[config.mk]
export PLATFORM = sky130hd
export DESIGN_NAME = corelet_seq
export DESIGN_NICKNAME = d
export VERILOG_FILES = /design/src/rtl/corelet_seq.sv
export SDC_FILE = /design/constraint.sdc
export NUM_CORES = 1
export LEC_CHECK = 0
export CORE_UTILIZATION = 35
export CTS_CLUSTER_DIAMETER = 120
export CTS_CLUSTER_SIZE = 40
export DETAILED_ROUTE_END_ITERATION = 10
export PLACE_DENSITY_LB_ADDON = 0.1
export SLEW_MARGIN = 20
export SYNTH_ARGS = -nofsm -noshare
export SYNTH_HDL_FRONTEND = slang
export SYNTH_SLANG_ARGS = --single-unit
export TNS_END_PERCENT = 100
[constraint.sdc]
create_clock -name clk -period 3.65 [get_ports clk]
set_clock_uncertainty 0.2 [all_clocks]
set_input_delay 1.095 -clock clk [delete_from_list [all_inputs] [get_ports clk]]
set_output_delay 1.095 -clock clk [all_outputs]
set_load 0.005 [all_outputs]
[src/rtl/corelet_seq.sv]
// corelet_seq: weight-stationary tile sequencer for the corelet.
//
// On each accepted start the sequencer runs one pass per kernel position,
// kij = 0..len_kij-1. Each pass has five steps:
//   1. Read row weight words from SRAM into L0.
//   2. Push those weights into the MAC array.
//   3. Read len_nij activation words into L0.
//   4. Stream the activations through the array (execute).
//   5. Drain OFIFO results into psum SRAM at addresses 0..len_nij-1.
// On every pass after the first, the SFP accumulates into what is already
// there.
//
// Ports:
//   clk          clock
//   reset        asynchronous reset, active low
//   start        one-cycle start pulse; ignored unless idle
//   l0_full      L0 cannot accept a write
//   l0_ready     L0 holds a row vector that can be read
//   ofifo_valid  OFIFO holds a complete col-wide result word
//   inst         35-bit corelet instruction bus
//                  [0]  mac load
//                  [1]  mac execute
//                  [2]  l0_wr
//                  [3]  l0_rd
//                  [6]  ofifo_rd
//                  [33] sfp accumulate
//                  all other bits are 0
//   xmem_cen     activation/weight SRAM chip enable (active low)
//   xmem_addr    activation/weight SRAM read address
//   pmem_wen     psum SRAM write enable (active low)
//   pmem_addr    psum SRAM write address
//   kij_idx      current kernel position
//   busy         high while a tile is in progress
//   done         one-cycle pulse when the tile completes
// Every output comes straight from a flop.
module corelet_seq #(
  parameter int row     = 8,
  parameter int col     = 8,
  parameter int len_kij = 9,
  parameter int len_nij = 36,
  parameter int addr_w  = 11
) (
  input  logic              clk,
  input  logic              reset,
  input  logic              start,
  input  logic              l0_full,
  input  logic              l0_ready,
  input  logic              ofifo_valid,
  output logic [34:0]       inst,
  output logic              xmem_cen,
  output logic [addr_w-1:0] xmem_addr,
  output logic              pmem_wen,
  output logic [addr_w-1:0] pmem_addr,
  output logic [3:0]        kij_idx,
  output logic              busy,
  output logic              done
);

  localparam int CNT_W  = 16;
  localparam int W_BASE = 1024;

  typedef enum logic [2:0] {
    IDLE, W_LOAD, W_PUSH, A_LOAD, EXEC, DRAIN, DONE
  } state_t;

  state_t            state_q, state_d;
  logic [CNT_W-1:0]  cnt_q, cnt_d;
  logic [CNT_W-1:0]  wr_cnt_q, wr_cnt_d;
  logic              phase_q, phase_d;
  logic              fin_q, fin_d;
  logic [34:0]       inst_q, inst_d;
  logic              xmem_cen_q, xmem_cen_d;
  logic [addr_w-1:0] xmem_addr_q, xmem_addr_d;
  logic              pmem_wen_q, pmem_wen_d;
  logic [addr_w-1:0] pmem_addr_q, pmem_addr_d;
  logic [3:0]        kij_q, kij_d;
  logic              busy_q, busy_d;
  logic              done_q, done_d;

  logic [addr_w-1:0] load_base;
  logic [CNT_W-1:0]  load_last;

  // Next-state and next-output logic.
  //
  // cnt_q has a different meaning in each state:
  //   W_LOAD / A_LOAD  index of the word being read
  //   W_PUSH / EXEC    L0 reads issued so far
  //   DRAIN            OFIFO reads issued so far
  //
  // phase_q also changes meaning by state:
  //   W_LOAD / A_LOAD  every word has been committed; the last l0_wr
  //                    is on the bus this cycle
  //   W_PUSH           the L0 reads are done; weights are now
  //                    propagating across the columns
  //   DRAIN            every OFIFO read has been issued
  //
  // fin_q marks the cycle that carries the final psum write of a pass.
  always_comb begin
    state_d     = state_q;
    cnt_d       = cnt_q;
    wr_cnt_d    = wr_cnt_q;
    phase_d     = phase_q;
    fin_d       = fin_q;
    inst_d      = '0;
    xmem_cen_d  = 1'b1;
    xmem_addr_d = xmem_addr_q;
    pmem_wen_d  = 1'b1;
    pmem_addr_d = pmem_addr_q;
    kij_d       = kij_q;
    done_d      = 1'b0;

    load_base = (state_q == W_LOAD) ? addr_w'(W_BASE + int'(kij_q) * row) : '0;
    load_last = (state_q == W_LOAD) ? CNT_W'(row - 1) : CNT_W'(len_nij - 1);

    case (state_q)
      IDLE: begin
        if (start) begin
          state_d  = W_LOAD;
          kij_d    = '0;
          cnt_d    = '0;
          wr_cnt_d = '0;
          phase_d  = 1'b0;
          fin_d    = 1'b0;
        end
      end

      // SRAM data returns one cycle after the read, so l0_wr follows the
      // read by a cycle. A read that is in flight when L0 reports full
      // has nowhere to land. It is dropped and the same address is read
      // again once L0 has room.
      W_LOAD, A_LOAD: begin
        if (phase_q) begin
          state_d = (state_q == W_LOAD) ? W_PUSH : EXEC;
          cnt_d   = '0;
          phase_d = 1'b0;
        end else if (!xmem_cen_q) begin
          if (!l0_full) begin
            inst_d[2] = 1'b1;
            if (cnt_q == load_last) begin
              phase_d = 1'b1;
            end else begin
              cnt_d       = cnt_q + CNT_W'(1);
              xmem_cen_d  = 1'b0;
              xmem_addr_d = load_base + addr_w'(cnt_q) + addr_w'(1);
            end
          end
        end else if (!l0_full) begin
          xmem_cen_d  = 1'b0;
          xmem_addr_d = load_base + addr_w'(cnt_q);
        end
      end

      // After the last weight row leaves L0, mac load is held for col more
      // cycles so the weights reach the far columns of the array.
      W_PUSH: begin
        if (!phase_q) begin
          if (l0_ready) begin
            inst_d[3] = 1'b1;
            inst_d[0] = 1'b1;
            if (cnt_q == CNT_W'(row - 1)) begin
              phase_d = 1'b1;
              cnt_d   = '0;
            end else begin
              cnt_d = cnt_q + CNT_W'(1);
            end
          end
        end else begin
          inst_d[0] = 1'b1;
          if (cnt_q == CNT_W'(col - 1)) begin
            state_d = A_LOAD;
            cnt_d   = '0;
            phase_d = 1'b0;
          end else begin
            cnt_d = cnt_q + CNT_W'(1);
          end
        end
      end

      EXEC: begin
        if (l0_ready) begin
          inst_d[3] = 1'b1;
          inst_d[1] = 1'b1;
          if (cnt_q == CNT_W'(len_nij - 1)) begin
            state_d = DRAIN;
            cnt_d   = '0;
          end else begin
            cnt_d = cnt_q + CNT_W'(1);
          end
        end
      end

      // An OFIFO read in one cycle becomes a psum write in the next.
      // The write address is the running write count.
      DRAIN: begin
        if (fin_q) begin
          cnt_d    = '0;
          wr_cnt_d = '0;
          phase_d  = 1'b0;
          fin_d    = 1'b0;
          if (kij_q == 4'(len_kij - 1)) begin
            state_d = DONE;
            done_d  = 1'b1;
          end else begin
            kij_d   = kij_q + 4'd1;
            state_d = W_LOAD;
          end
        end else begin
          inst_d[33] = (kij_q != 4'd0);
          if (!phase_q && ofifo_valid) begin
            inst_d[6] = 1'b1;
            if (cnt_q == CNT_W'(len_nij - 1)) begin
              phase_d = 1'b1;
            end else begin
              cnt_d = cnt_q + CNT_W'(1);
            end
          end
          if (inst_q[6]) begin
            pmem_wen_d  = 1'b0;
            pmem_addr_d = addr_w'(wr_cnt_q);
            if (wr_cnt_q == CNT_W'(len_nij - 1)) begin
              fin_d = 1'b1;
            end else begin
              wr_cnt_d = wr_cnt_q + CNT_W'(1);
            end
          end
        end
      end

      DONE: begin
        state_d = IDLE;
      end

      default: begin
        state_d = IDLE;
      end
    endcase

    busy_d = (state_d != IDLE) && (state_d != DONE);
  end

  // Every piece of sequencer state is held in this one register bank.
  // The asynchronous reset clears all of it, so a reset in the middle
  // of a tile leaves no partial progress behind.
  always_ff @(posedge clk or negedge reset) begin
    if (!reset) begin
      state_q     <= IDLE;
      cnt_q       <= '0;
      wr_cnt_q    <= '0;
      phase_q     <= 1'b0;
      fin_q       <= 1'b0;
      inst_q      <= '0;
      xmem_cen_q  <= 1'b1;
      xmem_addr_q <= '0;
      pmem_wen_q  <= 1'b1;
      pmem_addr_q <= '0;
      kij_q       <= '0;
      busy_q      <= 1'b0;
      done_q      <= 1'b0;
    end else begin
      state_q     <= state_d;
      cnt_q       <= cnt_d;
      wr_cnt_q    <= wr_cnt_d;
      phase_q     <= phase_d;
      fin_q       <= fin_d;
      inst_q      <= inst_d;
      xmem_cen_q  <= xmem_cen_d;
      xmem_addr_q <= xmem_addr_d;
      pmem_wen_q  <= pmem_wen_d;
      pmem_addr_q <= pmem_addr_d;
      kij_q       <= kij_d;
      busy_q      <= busy_d;
      done_q      <= done_d;
    end
  end

  assign inst      = inst_q;
  assign xmem_cen  = xmem_cen_q;
  assign xmem_addr = xmem_addr_q;
  assign pmem_wen  = pmem_wen_q;
  assign pmem_addr = pmem_addr_q;
  assign kij_idx   = kij_q;
  assign busy      = busy_q;
  assign done      = done_q;

endmodule
==> flow_summary.toml <==
[clock_network]
clock-sinks = 73
path_clk_slew_ns = 0.06
insertion_delay_ns = 0.34
cts_tree = "built"
htreeDepth = 3
cts_root_buffer = "clkbuf_16"
cts.hold.buffers_added = 0
cts_resized = 0
cts-buffers-inserted = 9
cts_buffer_depth = 2
cts_setup_buffers = 0

[synth]
yosysMostFrequentCell = "dfrtp_1"
syn_inst = 475
ys.warnings.count = 0
synthTopCellsByArea = "dfrtp_1 40%, buf_4 5.2%, nand2_1 4.8%, nand3_1 3.2%, xnor2_1 3.1%"
async_flop_share_pct = 100
synth_top_area_share_pct = 39.6
synth_commonest_cells = "71 x dfrtp_1, 57 x nand2_1, 34 x nor2_1, 31 x buf_4, 29 x nand3_1"
synth_seq_cells = 73
synth.largest_area_cell = "dfrtp_1"
synth_edf_count = 0
yosysSeqAreaShare_pct = 40.7
avgSynthCellArea_um2 = 9.45
netlist_area_mm2 = 0.00449
ys_types = 75
dominantRegCellSynth = "dfrtp_1"

[floorplan]
core_area_mm2 = 0.0126
die_area_mm2 = 0.0133
ios = 71
rows = 41
fp.dieW_um = 115
initial_core_util_pct = 35.7
die_y_um = 115

[grt]
grt_pass1_wl_um = 16800
antenna_found_initial = 0
grt_overflow = 0
grt_pass1_vias = 3209
grt_max_degree = 74
grtUsageTotal_pct = 16.6

[sta]
slew_headroom_pct = 37.1
tightest_slew_ns = 0.943
tns_ns = 0
fin_crit_sh_pct = 83.8
drv_slew = 0
setup_violations = 0
hold_viol = 0
grt_setup_unrepaired = "false"
clock.fmax_mhz = 327
period_needed_ns = 3.06

[place]
dp_hpwl_um = 6950
gp_congestion = 0.759
port_buffers = 41

[worst_setup_path]
crit_arrival_ns = 3.09
crit_type = "reg2reg"
ff2ff_path_depth = 10
worstPathMaxFanout = 10
start_kind = "register"
end_kind = "register"
r2r-end = "xmem_addr[10]"
cp_data_required_time_ns = 3.68
regToRegStartpoint = "state_q[2]"
rrSetupSlack_ns = 0.59

[status]
status = "complete, no violations"

[hold_path]
holdPathEnd = "xmem_addr[7]"
hp-start = "xmem_addr[7]"
min_path_type = "reg2reg"
holdPathStages = 2

[routing]
dr_wl_met3_um = 276
top_layer_used = "met4"
drc = 0
vias_per_cell = 5.01
wl_met1_um = 5030
vias = 3458
ant_nets = 0
routed_wl_um = 9990
drt_iter0_drc = 151
firstDrtPassIters = 4
dr_wl_met2_um = 4480
routed_wire_length_per_instance_um = 14.5

[job]
cap_violations = 0

[layout]
drive_gt1_share_pct = 12.2
nets = 528
antennaDiodeCount = 0
area_growth_pct = 18.3

[power_and_ir_drop]
powerDensity_mw_per_mm2 = 553
power_uw = 2940
irDropWorstVdd_v = 0.000288
power_leakage_uw = 0.00224
## flip-flops by register name, indices dropped and copies added, names as in the netlist
| register | flops |
|---|---|
| cnt_q | 16 |
| wr_cnt_q | 16 |
| pmem_addr | 11 |
| xmem_addr | 11 |
| inst | 6 |
| kij_idx | 4 |
| state_q | 3 |
| busy | 1 |
| done | 1 |
| fin_q | 1 |
| phase_q | 1 |
| pmem_wen | 1 |
| xmem_cen | 1 |
## layout by cell type, fill, tap and decap left out, types with 9 or more instances in the layout
cell type,n
clkbuf_16,9
nand3_1,29
xor2_1,10
o21ai_1,15
buf_4,15
nand2_1,57
nor3_1,9
nor2_1,34
a21oi_1,15
dfrtp_1,71
mux2_2,11
o21ai_0,11
xnor2_1,16
conb_1,29
clkdlybuf4s50_1,40
## worst max-delay path, cell delays in order (launching register included)
cell      delay [ns]
dfrtp_1         0.50
nand2b_1        0.27
nor3_1          0.09
ha_1            0.22
fa_1            0.53
and3b_1         0.19
nand2_1         0.07
nor2_1          0.23
nand4b_1        0.17
o21a_1          0.20
o31a_1          0.27
## where the power goes
group,internal (µW),switching [µW]
Clock,667,359
Combinational,402,423
Sequential,929,158
Total,2000,940
## cell families after synthesis
kind of cell,Yosys count,share of synthesized area [%]
compound gates,98,16.5
mux,14,3.71
xor+xnor,26,5.07
buf+inv,64,8.83
flops,73,40.7
other cells,1,0.0835
simple gates,190,22.4
fa+ha+maj,9,2.68
## worst max-delay path by stage
stage / to / from
6_report: xmem_addr[10] / state_q[2]
5_1_grt: xmem_addr[10] / state_q[2]
4_1_cts: xmem_addr[10] / state_q[2]
3_5_place_dp: wr_cnt_q[13] / start
3_3_place_gp: wr_cnt_q[13] / start
2_1_floorplan: xmem_addr[10] / state_q[1]
## through the flow
step	cell area [µm²]	util [%]	worst slack, ns	instances	hold slack, ns
2_1_floorplan	4590	-	0.673	503	0.279
3_3_place_gp	4960	39.4	0.304	674	0.274
3_5_place_dp	4960	39.4	0.285	674	0.279
4_1_cts	5300	42.2	0.580	690	0.292
5_1_grt	5310	42.2	0.358	690	0.304
6_report	5310	42.2	0.591	690	0.288
## final cells by class
class	count	area, µm²
timing repair buffer	55	513
multi-input combinational	366	2380
tap	172	215
sequential	73	1830
inverter	8	30.0
fill	1260	7260
clock inverter	7	119
clock buffer	9	225
## metal layers
layer | track usage, % | vias up
met4 | 7.88 | 0
met3 | 3.22 | 15
met1 | 23.1 | 1662
li1 | - | 1725
met2 | 24.6 | 56
met5 | 0 | -
Note: power is estimated with default switching activity, not from simulation.
